--- src/rtl/bka_chunk_scheduler_pkg.sv ---
// Shared state type, default widths and width helpers for bka_chunk_scheduler.
package bka_sched_pkg;

  localparam int DEF_NUM_REQ     = 4;
  localparam int DEF_OP_WIDTH    = 32;
  localparam int DEF_ADDER_WIDTH = 8;

  typedef enum logic [1:0] {
    IDLE = 2'd0,
    BUSY = 2'd1,
    DONE = 2'd2
  } bka_sched_state_e;

  function automatic int calc_num_chunks(input int op_width, input int adder_width);
    return op_width / adder_width;
  endfunction

  // Never returns 0 so single-entry counters/indices still get a bit.
  function automatic int calc_id_width(input int num_req);
    return (num_req > 1) ? $clog2(num_req) : 1;
  endfunction

endpackage

--- src/rtl/bka_chunk_scheduler_if.sv ---
// Request/response bundle between requesters and bka_chunk_scheduler.
interface bka_chunk_scheduler_if #(
  parameter int NUM_REQ  = bka_sched_pkg::DEF_NUM_REQ,
  parameter int OP_WIDTH = bka_sched_pkg::DEF_OP_WIDTH
);
  import bka_sched_pkg::*;

  localparam int ID_WIDTH = calc_id_width(NUM_REQ);

  logic [NUM_REQ-1:0]               req_valid_i;
  logic [NUM_REQ-1:0]               req_ready_o;
  logic [NUM_REQ-1:0][OP_WIDTH-1:0] req_a_i;
  logic [NUM_REQ-1:0][OP_WIDTH-1:0] req_b_i;
  logic [NUM_REQ-1:0]               req_cin_i;
  logic                             rsp_valid_o;
  logic                             rsp_ready_i;
  logic [OP_WIDTH-1:0]              rsp_sum_o;
  logic                             rsp_cout_o;
  logic [ID_WIDTH-1:0]              rsp_id_o;
  logic                             busy_o;

  modport slave (
    input  req_valid_i, req_a_i, req_b_i, req_cin_i, rsp_ready_i,
    output req_ready_o, rsp_valid_o, rsp_sum_o, rsp_cout_o, rsp_id_o, busy_o
  );

  modport master (
    output req_valid_i, req_a_i, req_b_i, req_cin_i, rsp_ready_i,
    input  req_ready_o, rsp_valid_o, rsp_sum_o, rsp_cout_o, rsp_id_o, busy_o
  );

endinterface

--- src/rtl/bka_chunk_scheduler_arbiter.sv ---
// Requester arbiter: round-robin when BKA_SCHED_RR_EN is defined, otherwise
// fixed priority (lowest index wins, no pointer state).
module bka_rr_arbiter #(
  parameter int NUM_REQ  = bka_sched_pkg::DEF_NUM_REQ,
  parameter int ID_WIDTH = bka_sched_pkg::calc_id_width(NUM_REQ)
) (
  input  logic                clk,
  input  logic                rst,
  input  logic [NUM_REQ-1:0]  i_req,
  input  logic                i_advance,
  output logic [NUM_REQ-1:0]  o_grant,
  output logic [ID_WIDTH-1:0] o_idx
);

  logic w_found;

`ifdef BKA_SCHED_RR_EN
  logic [ID_WIDTH-1:0] r_last;
  logic                w_hit;
  int                  w_cand;

  // Last-granted pointer; reset so that requester 0 is searched first.
  always_ff @(posedge clk) begin
    if (rst) begin
      r_last <= ID_WIDTH'(NUM_REQ - 1);
    end else if (i_advance) begin
      r_last <= o_idx;
    end
  end

  always_comb begin
    o_idx   = '0;
    w_found = 1'b0;
    w_hit   = 1'b0;
    w_cand  = 0;
    for (int off = 1; off <= NUM_REQ; off++) begin
      w_cand  = (int'(r_last) + off) % NUM_REQ;
      w_hit   = !w_found && i_req[w_cand];
      o_idx   = w_hit ? ID_WIDTH'(w_cand) : o_idx;
      w_found = w_found | w_hit;
    end
    o_grant = w_found ? (NUM_REQ'(1'b1) << o_idx) : '0;
  end
`else
  logic w_unused;

  // Scan from the top so the lowest asserted index is the final pick.
  always_comb begin
    o_idx   = '0;
    w_found = 1'b0;
    for (int i = NUM_REQ - 1; i >= 0; i--) begin
      o_idx   = i_req[i] ? ID_WIDTH'(i) : o_idx;
      w_found = w_found | i_req[i];
    end
    o_grant = w_found ? (NUM_REQ'(1'b1) << o_idx) : '0;
  end

  assign w_unused = ^{clk, rst, i_advance};
`endif

endmodule

--- src/rtl/brent_kung_adder.sv ---
// Parallel-prefix (Brent-Kung) adder; NO_CARRY=1 ties the carry-out low.
module brent_kung_adder #(
  parameter int WIDTH    = 8,
  parameter bit NO_CARRY = 1'b0
) (
  input  logic [WIDTH-1:0] i_a,
  input  logic [WIDTH-1:0] i_b,
  output logic [WIDTH-1:0] o_sum,
  output logic             o_carry
);

  localparam int TOP_SPAN = (WIDTH > 1) ? (1 << ($clog2(WIDTH) - 1)) : 1;

  logic [WIDTH-1:0] w_p;
  logic [WIDTH-1:0] w_gp;
  logic [WIDTH-1:0] w_pp;

  // Up-sweep builds power-of-two group terms, down-sweep fills in the rest.
  always_comb begin
    w_p  = i_a ^ i_b;
    w_gp = i_a & i_b;
    w_pp = w_p;
    for (int d = 1; d < WIDTH; d = d * 2) begin
      for (int i = 2 * d - 1; i < WIDTH; i = i + 2 * d) begin
        w_gp[i] = w_gp[i] | (w_pp[i] & w_gp[i-d]);
        w_pp[i] = w_pp[i] & w_pp[i-d];
      end
    end
    for (int d = TOP_SPAN; d >= 1; d = d / 2) begin
      for (int i = 3 * d - 1; i < WIDTH; i = i + 2 * d) begin
        w_gp[i] = w_gp[i] | (w_pp[i] & w_gp[i-d]);
        w_pp[i] = w_pp[i] & w_pp[i-d];
      end
    end
  end

  assign o_sum   = w_p ^ {w_gp[WIDTH-2:0], 1'b0};
  assign o_carry = NO_CARRY ? 1'b0 : w_gp[WIDTH-1];

endmodule

--- src/rtl/bka_chunk_scheduler.sv ---
// Shares one Brent-Kung adder among NUM_REQ requesters, one ADDER_WIDTH chunk
// per cycle. Arbitration policy selected by BKA_SCHED_RR_EN (see bka_rr_arbiter).
module bka_chunk_scheduler #(
  parameter int NUM_REQ     = bka_sched_pkg::DEF_NUM_REQ,
  parameter int OP_WIDTH    = bka_sched_pkg::DEF_OP_WIDTH,
  parameter int ADDER_WIDTH = bka_sched_pkg::DEF_ADDER_WIDTH
) (
  input  logic                 clk,
  input  logic                 rst,
  bka_chunk_scheduler_if.slave bus
);
  import bka_sched_pkg::*;

  localparam int NUM_CHUNKS = calc_num_chunks(OP_WIDTH, ADDER_WIDTH);
  localparam int ID_WIDTH   = calc_id_width(NUM_REQ);
  localparam int CNT_WIDTH  = calc_id_width(NUM_CHUNKS);

  bka_sched_state_e r_state, w_state_nxt;

  logic [OP_WIDTH-1:0]    r_a, r_b, r_acc, r_sum;
  logic                   r_carry, r_cout, r_valid, r_busy;
  logic [ID_WIDTH-1:0]    r_id;
  logic [CNT_WIDTH-1:0]   r_chunk;
  logic [NUM_REQ-1:0]     w_grant, w_ready;
  logic [ID_WIDTH-1:0]    w_grant_idx;
  logic                   w_accept, w_last_chunk;
  logic [ADDER_WIDTH:0]   w_add_sum;
  logic                   w_add_cout, w_unused_lsb;
  logic [OP_WIDTH-1:0]    w_acc_next;

  bka_rr_arbiter #(.NUM_REQ(NUM_REQ), .ID_WIDTH(ID_WIDTH)) u_arb (
    .clk       (clk),
    .rst       (rst),
    .i_req     (bus.req_valid_i),
    .i_advance (w_accept),
    .o_grant   (w_grant),
    .o_idx     (w_grant_idx)
  );

  // The constant 1 in bit 0 turns the adder's missing carry-in into carry_q.
  brent_kung_adder #(.WIDTH(ADDER_WIDTH + 1), .NO_CARRY(1'b0)) u_adder (
    .i_a     ({r_a[ADDER_WIDTH-1:0], 1'b1}),
    .i_b     ({r_b[ADDER_WIDTH-1:0], r_carry}),
    .o_sum   (w_add_sum),
    .o_carry (w_add_cout)
  );

  assign w_unused_lsb = w_add_sum[0];
  assign w_last_chunk = (r_chunk == CNT_WIDTH'(NUM_CHUNKS - 1));

  // New chunk enters at the top; after NUM_CHUNKS shifts chunk 0 is at the LSB.
  always_comb begin
    w_acc_next = r_acc >> ADDER_WIDTH;
    w_acc_next[OP_WIDTH-1 -: ADDER_WIDTH] = w_add_sum[ADDER_WIDTH:1];
  end

  always_comb begin
    w_state_nxt = r_state;
    w_ready     = '0;
    w_accept    = 1'b0;
    case (r_state)
      IDLE: begin
        w_ready     = rst ? '0 : w_grant;
        w_accept    = |w_ready;
        w_state_nxt = w_accept ? BUSY : IDLE;
      end
      BUSY:    w_state_nxt = w_last_chunk ? DONE : BUSY;
      DONE:    w_state_nxt = bus.rsp_ready_i ? IDLE : DONE;
      default: w_state_nxt = IDLE;
    endcase
  end

  always_ff @(posedge clk) begin
    if (rst) begin
      r_state <= IDLE;
    end else begin
      r_state <= w_state_nxt;
    end
  end

  always_ff @(posedge clk) begin
    if (rst) begin
      r_a     <= '0;
      r_b     <= '0;
      r_acc   <= '0;
      r_sum   <= '0;
      r_carry <= 1'b0;
      r_cout  <= 1'b0;
      r_valid <= 1'b0;
      r_busy  <= 1'b0;
      r_id    <= '0;
      r_chunk <= '0;
    end else begin
      case (r_state)
        IDLE: begin
          if (w_accept) begin
            r_a     <= bus.req_a_i[w_grant_idx];
            r_b     <= bus.req_b_i[w_grant_idx];
            r_carry <= bus.req_cin_i[w_grant_idx];
            r_id    <= w_grant_idx;
            r_chunk <= '0;
            r_busy  <= 1'b1;
          end
        end
        BUSY: begin
          r_a     <= r_a >> ADDER_WIDTH;
          r_b     <= r_b >> ADDER_WIDTH;
          r_acc   <= w_acc_next;
          r_carry <= w_add_cout;
          r_chunk <= r_chunk + CNT_WIDTH'(1);
          if (w_last_chunk) begin
            r_sum   <= w_acc_next;
            r_cout  <= w_add_cout;
            r_valid <= 1'b1;
          end
        end
        DONE: begin
          if (bus.rsp_ready_i) begin
            r_valid <= 1'b0;
            r_busy  <= 1'b0;
          end
        end
        default: begin
          r_valid <= 1'b0;
          r_busy  <= 1'b0;
        end
      endcase
    end
  end

  assign bus.req_ready_o = w_ready;
  assign bus.rsp_valid_o = r_valid;
  assign bus.rsp_sum_o   = r_sum;
  assign bus.rsp_cout_o  = r_cout;
  assign bus.rsp_id_o    = r_id;
  assign bus.busy_o      = r_busy;

endmodule

--- src/flat_wrapper.sv ---
// flat-port wrapper written by rule: the top's interface ports become plain ports
module bka_chunk_scheduler_flat import bka_sched_pkg::*;
#(
  parameter int NUM_REQ     = bka_sched_pkg::DEF_NUM_REQ,
  parameter int OP_WIDTH    = bka_sched_pkg::DEF_OP_WIDTH,
  parameter int ADDER_WIDTH = bka_sched_pkg::DEF_ADDER_WIDTH
)
  (clk, rst, bus_req_valid_i, bus_req_a_i, bus_req_b_i, bus_req_cin_i, bus_rsp_ready_i, bus_req_ready_o, bus_rsp_valid_o, bus_rsp_sum_o, bus_rsp_cout_o, bus_rsp_id_o, bus_busy_o);
  bka_chunk_scheduler_if #(.NUM_REQ(NUM_REQ), .OP_WIDTH(OP_WIDTH)) bus_i ();
  input  logic clk;
  input  logic rst;
  input wire logic [$bits(bus_i.req_valid_i)-1:0] bus_req_valid_i;
  input wire logic [$bits(bus_i.req_a_i)-1:0] bus_req_a_i;
  input wire logic [$bits(bus_i.req_b_i)-1:0] bus_req_b_i;
  input wire logic [$bits(bus_i.req_cin_i)-1:0] bus_req_cin_i;
  input wire logic [$bits(bus_i.rsp_ready_i)-1:0] bus_rsp_ready_i;
  output wire logic [$bits(bus_i.req_ready_o)-1:0] bus_req_ready_o;
  output wire logic [$bits(bus_i.rsp_valid_o)-1:0] bus_rsp_valid_o;
  output wire logic [$bits(bus_i.rsp_sum_o)-1:0] bus_rsp_sum_o;
  output wire logic [$bits(bus_i.rsp_cout_o)-1:0] bus_rsp_cout_o;
  output wire logic [$bits(bus_i.rsp_id_o)-1:0] bus_rsp_id_o;
  output wire logic [$bits(bus_i.busy_o)-1:0] bus_busy_o;
  assign bus_i.req_valid_i = bus_req_valid_i;
  assign bus_i.req_a_i = bus_req_a_i;
  assign bus_i.req_b_i = bus_req_b_i;
  assign bus_i.req_cin_i = bus_req_cin_i;
  assign bus_i.rsp_ready_i = bus_rsp_ready_i;
  assign bus_req_ready_o = bus_i.req_ready_o;
  assign bus_rsp_valid_o = bus_i.rsp_valid_o;
  assign bus_rsp_sum_o = bus_i.rsp_sum_o;
  assign bus_rsp_cout_o = bus_i.rsp_cout_o;
  assign bus_rsp_id_o = bus_i.rsp_id_o;
  assign bus_busy_o = bus_i.busy_o;
  bka_chunk_scheduler #(.NUM_REQ(NUM_REQ), .OP_WIDTH(OP_WIDTH), .ADDER_WIDTH(ADDER_WIDTH)) u_core (.clk(clk), .rst(rst), .bus(bus_i));
endmodule
--- config.mk ---
export PLATFORM = sky130hd
export DESIGN_NAME = bka_chunk_scheduler_flat
export DESIGN_NICKNAME = d
export VERILOG_FILES = /design/src/rtl/bka_chunk_scheduler_pkg.sv /design/src/rtl/bka_chunk_scheduler_if.sv /design/src/rtl/bka_chunk_scheduler_arbiter.sv /design/src/rtl/brent_kung_adder.sv /design/src/rtl/bka_chunk_scheduler.sv /design/src/flat_wrapper.sv
export SDC_FILE = /design/constraint.sdc
export NUM_CORES = 1
export LEC_CHECK = 0
export CORE_MARGIN = 1.5
export CORE_UTILIZATION = 42
export DETAILED_ROUTE_END_ITERATION = 7
export PLACE_DENSITY_LB_ADDON = 0.3
export SETUP_SLACK_MARGIN = 0.3
export SLEW_MARGIN = 25
export SYNTH_ARGS = -nofsm -noshare
export SYNTH_HDL_FRONTEND = slang
export SYNTH_SLANG_ARGS = --single-unit
--- constraint.sdc ---
create_clock -name clk -period 2.68 [get_ports clk]
set_input_delay 0.268 -clock clk [delete_from_list [all_inputs] [get_ports clk]]
set_output_delay 0.268 -clock clk [all_outputs]
set_load 0.02 [all_outputs]
==> impl_results.md, run 1 <==
* Row cnt at 46
* Initial Util at approximately 43%
* Final Skew at roughly 0.0084 ns
* Synth top area cells: dfxtp_1, a22o_1, nand2_1
* Worst vdd ir at roughly 0.00050 V
* Number of setup buffers added after CTS at 0
* Drc violations at 0
* Area Overhead vs Synth at 55.3%
* CTS tree: yes
* Total die area at approximately 17000 sq um
* Pin count of the biggest net entering global routing at between 70 and 80
* Worst-Margin Slew at about 0.81 ns
* Leakage at 3.83 nW
* 1st-iter DRT viols at approximately 600
* Antenna cells at 0
* Vias in the first global route at 7009
* Post-synthesis cell type count at 44
* Vias at between 7k and 8k
* Seq/Total Area, Yosys at 38.4%
* Worst Setup End Kind: output port
* Grt total ovfl at 0
* Status: completed
* Fillers at 1369
* Pwr dens at roughly 510 nW/um^2
* CORE AREA at ~16000 sq um
* CTS Sinks at 130
* Die Height at around 130 um
* FMAX at around 430 MHz
* Post-Synthesis Cell Area at about 6800 sq um
* Worst slew margin at between 40% and 50%
* Unrepaired setup endpoints after global routing: false
* Insertion delay of the later-clocked pin in the worst-skew pair at ~0.4 ns
* CP required at 2.41 ns
* Slew Limit Fails at 0
* Total CTS buffers at 17
* Global Route Usage Sum at 27.7%
* Cells after Synth at between 800 and 900
* CTS root buf: clkbuf_16
* TNS Setup at 0 ns
* Routed wire length at between 20000 and 25000 um
* Startpoint Class: register
* First-pass GRT wire length at about 36000 um
* Pre-CTS WS at just over 0.3 ns
* Layout net count at 1352
* CTS max path bufs at 2
* Dpl cell area at 9940 sq um
* Gpl congestion at between 0.8 and 0.9
* Max-Cap Viols at 0
* Worst Path Max Fanout at 15
* Syn. warnings at 0
* Drt via density at roughly 5.6
* Post-synthesis register bit count at 130
* Tmin final at about 2.3 ns
* Setup violators final at 0
* Syn nets at 1090
* Share of the synthesized area in the top cell type at just under 40%
* Half-perimeter wire length after placement at ~18000 um
* Syn avg cell area at around 8.4 sq um
* Final Cell Area at about 11000 sq um
* Final Cycle Share at between 80% and 90%
* CP arrival at between 2 and 2.5 ns
* Hold Buf Count CTS at 0
* # port buffers at 307
* First-pass detailed-route iteration total at 6
* Top Ports at ~310
* Setup Crit Path Kind: reg -> out
* Share of post-route cells with drive strength above 1 at ~7.0%
* Final Hold Viols at 0
* Die Width at around 130 um
* Synth area leader: dfxtp_1
* Clk pin slew, worst setup/hold paths at approximately 0.060 ns
* Initial antenna violation count at 0
* Avg WL per Cell at 18.2 um
* ANT nets after route at 0
* HP Class: in -> reg
* Max H-tree Level at 4
* Final Instance Count excl. Fillers at 1302
* Placed cell count at about 1.3k
* Final setup margin at between 0.3 and 0.4 ns
[registers in the layout (all words and copies together) (netlist names)]
name / count
u_core.r_b: 32
u_core.r_a: 32
u_core.bus.rsp_cout_o: 1
u_core.bus.rsp_sum_o: 32
u_core.r_acc: 24
u_core.bus.rsp_valid_o: 1
u_core.bus.busy_o: 1
u_core.r_state: 2
u_core.bus.rsp_id_o: 2
u_core.r_chunk: 2
u_core.r_carry: 1
[critical path, stage by stage, from the launching register on]
cell,delay (ns)
dfxtp_1,0.30
or3_1,0.51
buf_4,0.27
nor3_1,0.14
dlygate4sd2_1,0.40
[through the flow]
| step | power (mW) | hold slack, ns | util [%] |
|---|---|---|---|
| floorplan | 2.63 | 0.432 | - |
| global placement | 3.18 | 0.437 | 62.8 |
| global route | 5.58 | 0.334 | 66.5 |
| detailed placement | 3.19 | 0.444 | 62.8 |
| finish | 5.37 | 0.317 | 66.5 |
| CTS | 5.39 | 0.301 | 66.4 |
[repair_timing]
action,CTS,global route
setup endpoints to repair,4,6
cloned,0,0
resized for setup,4,3
[synthesized netlist by cell type (all sizes together)]
library cell  instances
nand2               151
dfxtp               130
a21oi                89
a22o                 75
clkbuf               57
nor2                 53
inv                  34
a222oi               33
buf                  29
a221oi               21
a22oi                17
a221o                16
a211oi               14
o21a                 10
o32ai                10
a2111oi               9
o22ai                 8
ha                    7
nor3                  6
o211ai                6
o31ai                 6
fa                    5
nor2b                 4
and2                  3
o21ai                 3
xnor2                 3
nand2b                2
or2                   2
a21o                  1
a311oi                1
clkinv                1
o21ba                 1
o22a                  1
o41ai                 1
or3                   1
or4                   1
[layer usage]
| metal | track usage [%] | routed length [um] |
|---|---|---|
| met1 | 33.1 | 9440 |
| met2 | 48.7 | 12000 |
| met3 | 5.37 | 1500 |
| met4 | 11.5 | 710 |
| met5 | 0 | 0 |
[power by group]
part           internal [mW]  total [mW]  switching (mW)
Combinational          0.605        1.06           0.457
Sequential              2.03        2.10          0.0681
Clock                   1.40        2.21           0.809
Total                   4.03        5.37            1.33
[logic make-up (layout without fill, tap and decap cells)]
kind of cell | count (synthesis) | after routing | share of synthesized area (%)
flip-flops | 130 | 130 | 38.4
AND/OR/NAND/NOR | 223 | 223 | 13.2
AO/OA/AOI/OAI | 322 | 322 | 37.4
XOR/XNOR | 3 | 3 | 0.388
adder cells (fa/ha/maj) | 12 | 12 | 2.77
buffers and inverters | 121 | 396 | 7.76
[layout make-up]
cell class              instances  area, sq um  share of cell area [%]
flip-flops and latches        130         2600                    24.7
clock inverters                 7         73.8                   0.702
multi-input cells             560         3680                    35.0
clock buffers                  25          505                    4.80
inverters                      35          131                    1.25
well taps                     216          270                    2.57
repair buffers                329         3260                    31.0
[worst paths after layout]
check / start / to / slack (ns) / depth (start not counted)
worst max-delay path: u_core.r_state[0]$_SDFF_PP0_ / bus_req_ready_o[1] / 0.37 / 4
worst min-delay path: bus_req_valid_i[2] / u_core.bus.rsp_id_o[0]$_SDFFE_PP0P_ / 0.32 / 4
worst max register to register: u_core.r_carry$_SDFFE_PP0P_ / u_core.r_carry$_SDFFE_PP0P_ / 0.44 / 9
worst min register to register: u_core.bus.rsp_sum_o[20]$_SDFFE_PP0P_ / u_core.bus.rsp_sum_o[20]$_SDFFE_PP0P_ / 0.45 / 2
[cell usage in the layout, fill, tap and decap left out, types with 2 or more instances in the layout]
master	Yosys	final
a2111oi_0	9	9
a211oi_1	14	14
a21oi_1	88	88
a221o_1	16	16
a221oi_1	21	21
a222oi_1	33	33
a22o_1	75	75
a22oi_1	17	17
and2_1	3	3
buf_12	0	3
buf_2	12	2
buf_4	3	20
clkbuf_1	57	3
clkbuf_16	0	17
clkbuf_8	0	5
clkdlybuf4s50_1	0	300
clkinvlp_4	0	4
dfxtp_1	130	130
dlygate4sd2_1	0	3
fa_1	5	5
ha_1	7	7
inv_1	33	33
nand2_1	151	151
nand2b_1	2	2
nor2_1	52	52
nor2b_4	0	2
nor3_1	4	4
nor3_4	1	2
o211ai_1	6	6
o21a_1	10	10
o21ai_0	3	2
o22ai_1	8	8
o31ai_1	6	6
o32ai_2	10	10
or2_2	2	2
xnor2_1	3	3
(Power assumes the default switching activity.)
==> run 2, diff against run 1 <==
Settings changed: PLACE_DENSITY set to 0.81, PLACE_DENSITY_LB_ADDON 0.3 to unset.
==> impl_results.md, run 2 (synthesis results as in run 1) <==
* Status: completed (unchanged)
* Total CTS buffers at 17 (unchanged)
* Worst vdd ir at 0.000492 V (was 0.000502 V)
* Vias at 7426 (was 7290)
* Number of setup buffers added after CTS at 0 (unchanged)
* CP arrival at 2.06 ns (was 2.04 ns)
* Half-perimeter wire length after placement at 18100 um (was 17500 um)
* Global Route Usage Sum at 28.6% (was 27.7%)
* CTS tree: yes (unchanged)
* Worst-Margin Slew at 0.774 ns (was 0.807 ns)
* Final Skew at 0.00913 ns (was 0.00840 ns)
* Die Height at 130 um (unchanged)
* ANT nets after route at 0 (unchanged)
* Initial antenna violation count at 0 (unchanged)
* First-pass detailed-route iteration total at 6 (unchanged)
* Fillers at 1314 (was 1369)
* Leakage at 3.84 nW (was 3.83 nW)
* TNS Setup at 0 ns (unchanged)
* Area Overhead vs Synth at 55.8% (was 55.3%)
* Final Hold Viols at 0 (unchanged)
* # port buffers at 307 (unchanged)
* CTS root buf: clkbuf_16 (unchanged)
* Initial Util at 42.8% (unchanged)
* Final Instance Count excl. Fillers at 1306 (was 1302)
* Antenna cells at 0 (unchanged)
* Worst slew margin at 48.4% (was 46.2%)
* CORE AREA at 15800 sq um (unchanged)
* Layout net count at 1357 (was 1352)
* Crit-path max cell delay at 0.67 ns (was 0.51 ns)
* CP required at 2.41 ns (about the same)
* HP Class: in -> reg (unchanged)
* Avg WL per Cell at 18.7 um (was 18.2 um)
* CTS Sinks at 130 (unchanged)
* Drc violations at 0 (unchanged)
* Largest delay share family, worst path: buffers and inverters (unchanged)
* Row cnt at 46 (unchanged)
* Share of post-route cells with drive strength above 1 at 7.52% (was 7.00%)
* Die Width at 130 um (unchanged)
* Tot Pwr at 5.52 mW (was 5.37 mW)
* Worst Setup End Kind: output port (unchanged)
* Clk pin slew, worst setup/hold paths at 0.06 ns (about the same)
* Vias in the first global route at 7212 (was 7009)
* Hold slack at 0.325 ns (was 0.317 ns)
* Final Cycle Share at 86.9% (was 86.1%)
* Hold Buf Count CTS at 0 (unchanged)
* Worst Path Max Fanout at 10 (was 15)
* Crit-path cells: or3_4 > nor3_1 > clkdlybuf4s50_1 (was or3_1 > buf_4 > nor3_1 > dlygate4sd2_1)
* Grt total ovfl at 0 (unchanged)
* CTS max path bufs at 2 (unchanged)
* Placed cell count at 1275 (was 1270)
* Drt via density at 5.69 (was 5.60)
* CP max stage cell: clkdlybuf4s50_1 (was or3_1)
* Setup violators final at 0 (unchanged)
* Gpl congestion at 0.843 (was 0.868)
* Pin count of the biggest net entering global routing at 74 (was 72)
* CP bufs+invs at 1 (was 2)
* Total die area at 16900 sq um (unchanged)
* 1st-iter DRT viols at 872 (was 610)
* Max H-tree Level at 4 (unchanged)
* Unrepaired setup endpoints after global routing: false (unchanged)
* FMAX at 430 MHz (was 434 MHz)
* Commonest non-fill, non-tap cell in the layout: clkdlybuf4s50_1 (unchanged)
* Max-Cap Viols at 0 (unchanged)
* Commonest non-fill, non-tap cells in the layout: clkdlybuf4s50_1, nand2_1, dfxtp_1, a21oi_1, a22o_1 (unchanged)
* Tmin final at 2.33 ns (was 2.31 ns)
* Pwr dens at 524 nW/um^2 (was 510 nW/um^2)
* Insertion delay of the later-clocked pin in the worst-skew pair at 0.41 ns (about the same)
* Slew Limit Fails at 0 (unchanged)
* Top Ports at 308 (unchanged)
* First-pass GRT wire length at 37400 um (was 36100 um)
* Setup Crit Path Kind: reg -> out (unchanged)
* Startpoint Class: register (unchanged)
* Routed wire length at 24400 um (was 23600 um)
run 2: cell count changes in the layout (fill, tap and decap cells not counted), sizes merged:
cell,change
buf,+5
bufinv,+2
dlygate4sd2,-1
clkdlybuf4s50,+1
clkbuf,-3
run 2: area by class of cell:
cell class / count / area, sq um / share of cell area, %
inverters: 35 / 131 / 1.24
clock inverters: 9 / 130 / 1.23
clock buffers: 22 / 474 / 4.49
flip-flops and latches: 130 / 2600 / 24.7
well taps: 216 / 270 / 2.56
repair buffers: 334 / 3260 / 30.9
multi-input cells: 560 / 3680 / 34.9
run 2: repair_timing:
action                     CTS  global route
pin swaps                    0             0
gates resized for setup      4             3
setup endpoints to repair    4             4
run 2: worst paths after layout:
path                                 startpoint                                   end  slack, ns  cells past startpoint
setup / recovery   u_core.r_state[0]$_SDFF_PP0_                    bus_req_ready_o[1]       0.35                      3
hold / removal                              rst           u_core.r_b[27]$_SDFFE_PP0P_       0.32                      3
setup reg to reg     u_core.r_b[1]$_SDFFE_PP0P_         u_core.r_acc[30]$_SDFFE_PP0P_       0.47                      8
hold reg to reg   u_core.r_acc[12]$_SDFFE_PP0P_  u_core.bus.rsp_sum_o[4]$_SDFFE_PP0P_       0.45                      2
run 2: through the flow:
stage,worst slack (ns),util (%),area (sq um)
2_1_floorplan,0.630,-,6780
3_3_place_gp,0.343,62.8,9940
3_5_place_dp,0.311,62.8,9940
4_1_cts,0.348,66.6,10500
5_1_grt,0.304,66.7,10600
6_report,0.352,66.7,10600
run 2: worst reg2reg max path: stages (launching register included):
cell	delay, ns
dfxtp_1	0.33
ha_1	0.29
nor2b_1	0.12
o21ai_1	0.17
a21oi_1	0.11
or2_2	0.29
fa_1	0.41
xnor2_2	0.17
a211oi_1	0.23
run 2: per-layer routing:
layer | share of wire [%] | GRT usage [%]
met5 | 0 | 0
met4 | 1.4 | 6.93
met3 | 7.3 | 6.19
met2 | 52 | 52.0
met1 | 39 | 34.4
run 2: power breakdown:
group          switching, mW  internal, mW
logic                  0.465         0.607
clock network          0.828          1.53
registers             0.0683          2.03
total                   1.36          4.16
==> edit: new RTL, settings of run 2 <==
The 3 states of `bka_sched_state_e` get a one-hot encoding in 3 bits.
--- a/src/rtl/bka_chunk_scheduler_pkg.sv
+++ b/src/rtl/bka_chunk_scheduler_pkg.sv
@@ -5,10 +5,10 @@
   localparam int DEF_OP_WIDTH    = 32;
   localparam int DEF_ADDER_WIDTH = 8;
 
-  typedef enum logic [1:0] {
-    IDLE = 2'd0,
-    BUSY = 2'd1,
-    DONE = 2'd2
+  typedef enum logic [2:0] {
+    IDLE = 3'b001,
+    BUSY = 3'b010,
+    DONE = 3'b100
   } bka_sched_state_e;
 
   function automatic int calc_num_chunks(input int op_width, input int adder_width);
Function: same outputs for any inputs over 4 cycles, from zero or initial values and one cycle with rst high; so few cycles prove little.
==> edit against run 2 <==
  * The run now ends with design-rule violations left
  * Highest routed layer unchanged
  * First-iteration DRC count down 21%
  * Sequential power up 7%
  * Critical path depth up 8
  * Critical path type is now reg -> reg
  * Area after synthesis up 1.9%
  * Core utilization is 1.2 points higher
  * Sequential cell count up 1
  * Power grew 6.9%
  * Die area up 1.9%
  * Wire length grew 2.4%
  * Setup slack worse by 0.051 ns
  * Hold slack improved by 0.12 ns
  * Final area grew 2.5%
==> edit: results <==
[place]
post_dp_cell_area_um2 = 10200
gp_congestion = 0.889
post-dp-hpwl_um = 18800

[pwr]
ir_worst_vdd_uv = 583
cellLeakagePower_nw = 4.06

[worst_hold_path]
min_to = u_core.bus.rsp_valid_o
hold_path_depth = 2
hold_start = u_core.bus.rsp_valid_o
min_path_type = reg -> reg

[final_layout]
nFillCells = 1320
drive_above_1_share_pct = 11.9
nNetsFinal = 1375

[route]
drt_pre_antenna_iters = 8
drt_iter0_markers = 686
routed-wl-met3_um = 1680
drt-vias-per-instance = 5.67
post-route-drc-count = 7
totalWireLength_um = 24900
m1WireLength_um = 9630
dr_wl_met2_um = 12700

[synth]
synth_area_leaders = dfxtp_1, nand2_1, mux2i_1, a21oi_1, nor2_1
ys_types = 46
synth_commonest_cells = dfxtp_1, nand2_1, nor2_1
yosysSeqAreaShare_pct = 38.0

[setup_path]
r2r_start = u_core.r_carry
r2r_cells = 11
rr_endpoint = u_core.r_carry
worstPathMaxFanout = 2
crit_path_max_incr_delay_ns = 0.40
r2r_slack_ns = 0.30
cp_slowest_cell = fa_2
cp_top_family = compound AO/OA/AOI/OAI gates

[outcome]
outcome = finished, violations left
violations = design-rule violations

[global_routing]
grt_pass1_wl_um = 39700
use_met2_pct = 52.3
grtUsageMet1_pct = 33.0
grt_max_degree = 64
track_usage_pct = 29.0
grt_pass1_vias = 7573
gr-usage-met3_pct = 6.25

[sta]
finalClockSkew_ns = 0.00783
relSlewSlack_pct = 51.2

[clock_network]
cts_root_buffer = clkbuf_16
## edit: final cells by class
cell class,count,area share (%)
clock buffer,19,4.10
clock inverter,13,1.25
inverter,12,0.417
multi-input combinational,592,36.4
sequential,131,24.3
tap,216,2.50
timing repair buffer,342,31.1
## edit: what timing repair did
item                       4_1_cts  5_1_grt
buffers inserted                 3        1
setup endpoints to repair        5        6
gates cloned                     0        0
resized for setup               10        3
pin swaps                        2        0
## edit: how the worst max path moves through the flow
stage / from / to / slack [ns]
2_1_floorplan: u_core.r_carry / u_core.r_carry / 0.49
3_3_place_gp: bus_req_valid_i[1] / bus_req_ready_o[2] / 0.12
3_5_place_dp: bus_req_valid_i[1] / bus_req_ready_o[2] / 0.14
4_1_cts: u_core.r_carry / u_core.r_carry / 0.34
5_1_grt: u_core.r_carry / u_core.r_carry / 0.14
6_report: u_core.r_carry / u_core.r_carry / 0.30
## edit: power breakdown
group          internal, mW  leakage [nW]  switching (mW)
logic                 0.761          2.70           0.665
registers              2.11          1.07           0.130
clock network          1.39         0.283           0.846
total                  4.26          4.06            1.64
## edit: logic make-up (layout without fill, tap and decap cells)
group	after synthesis	in the layout	synth area share (%)
DFF	131	131	38.0
muxes	52	52	7.79
buffers and inverters	89	386	5.85
and+or+nand+nor	253	253	17.0
adders and majority gates	12	12	2.72
AOI/OAI and AO/OA	272	272	28.3
xor gates and xnor gates	3	3	0.381
## edit: per-stage QoR
stage	setup slack, ns	power [mW]	util [%]	hold WS (ns)	cells
floorplan	0.491	3.00	-	0.421	812
global placement	0.116	3.64	63.9	0.438	1289
detailed placement	0.140	3.66	63.9	0.443	1289
CTS	0.335	5.89	67.7	0.443	1324
global route	0.143	6.16	67.8	0.464	1325
finish	0.301	5.90	67.8	0.447	1325
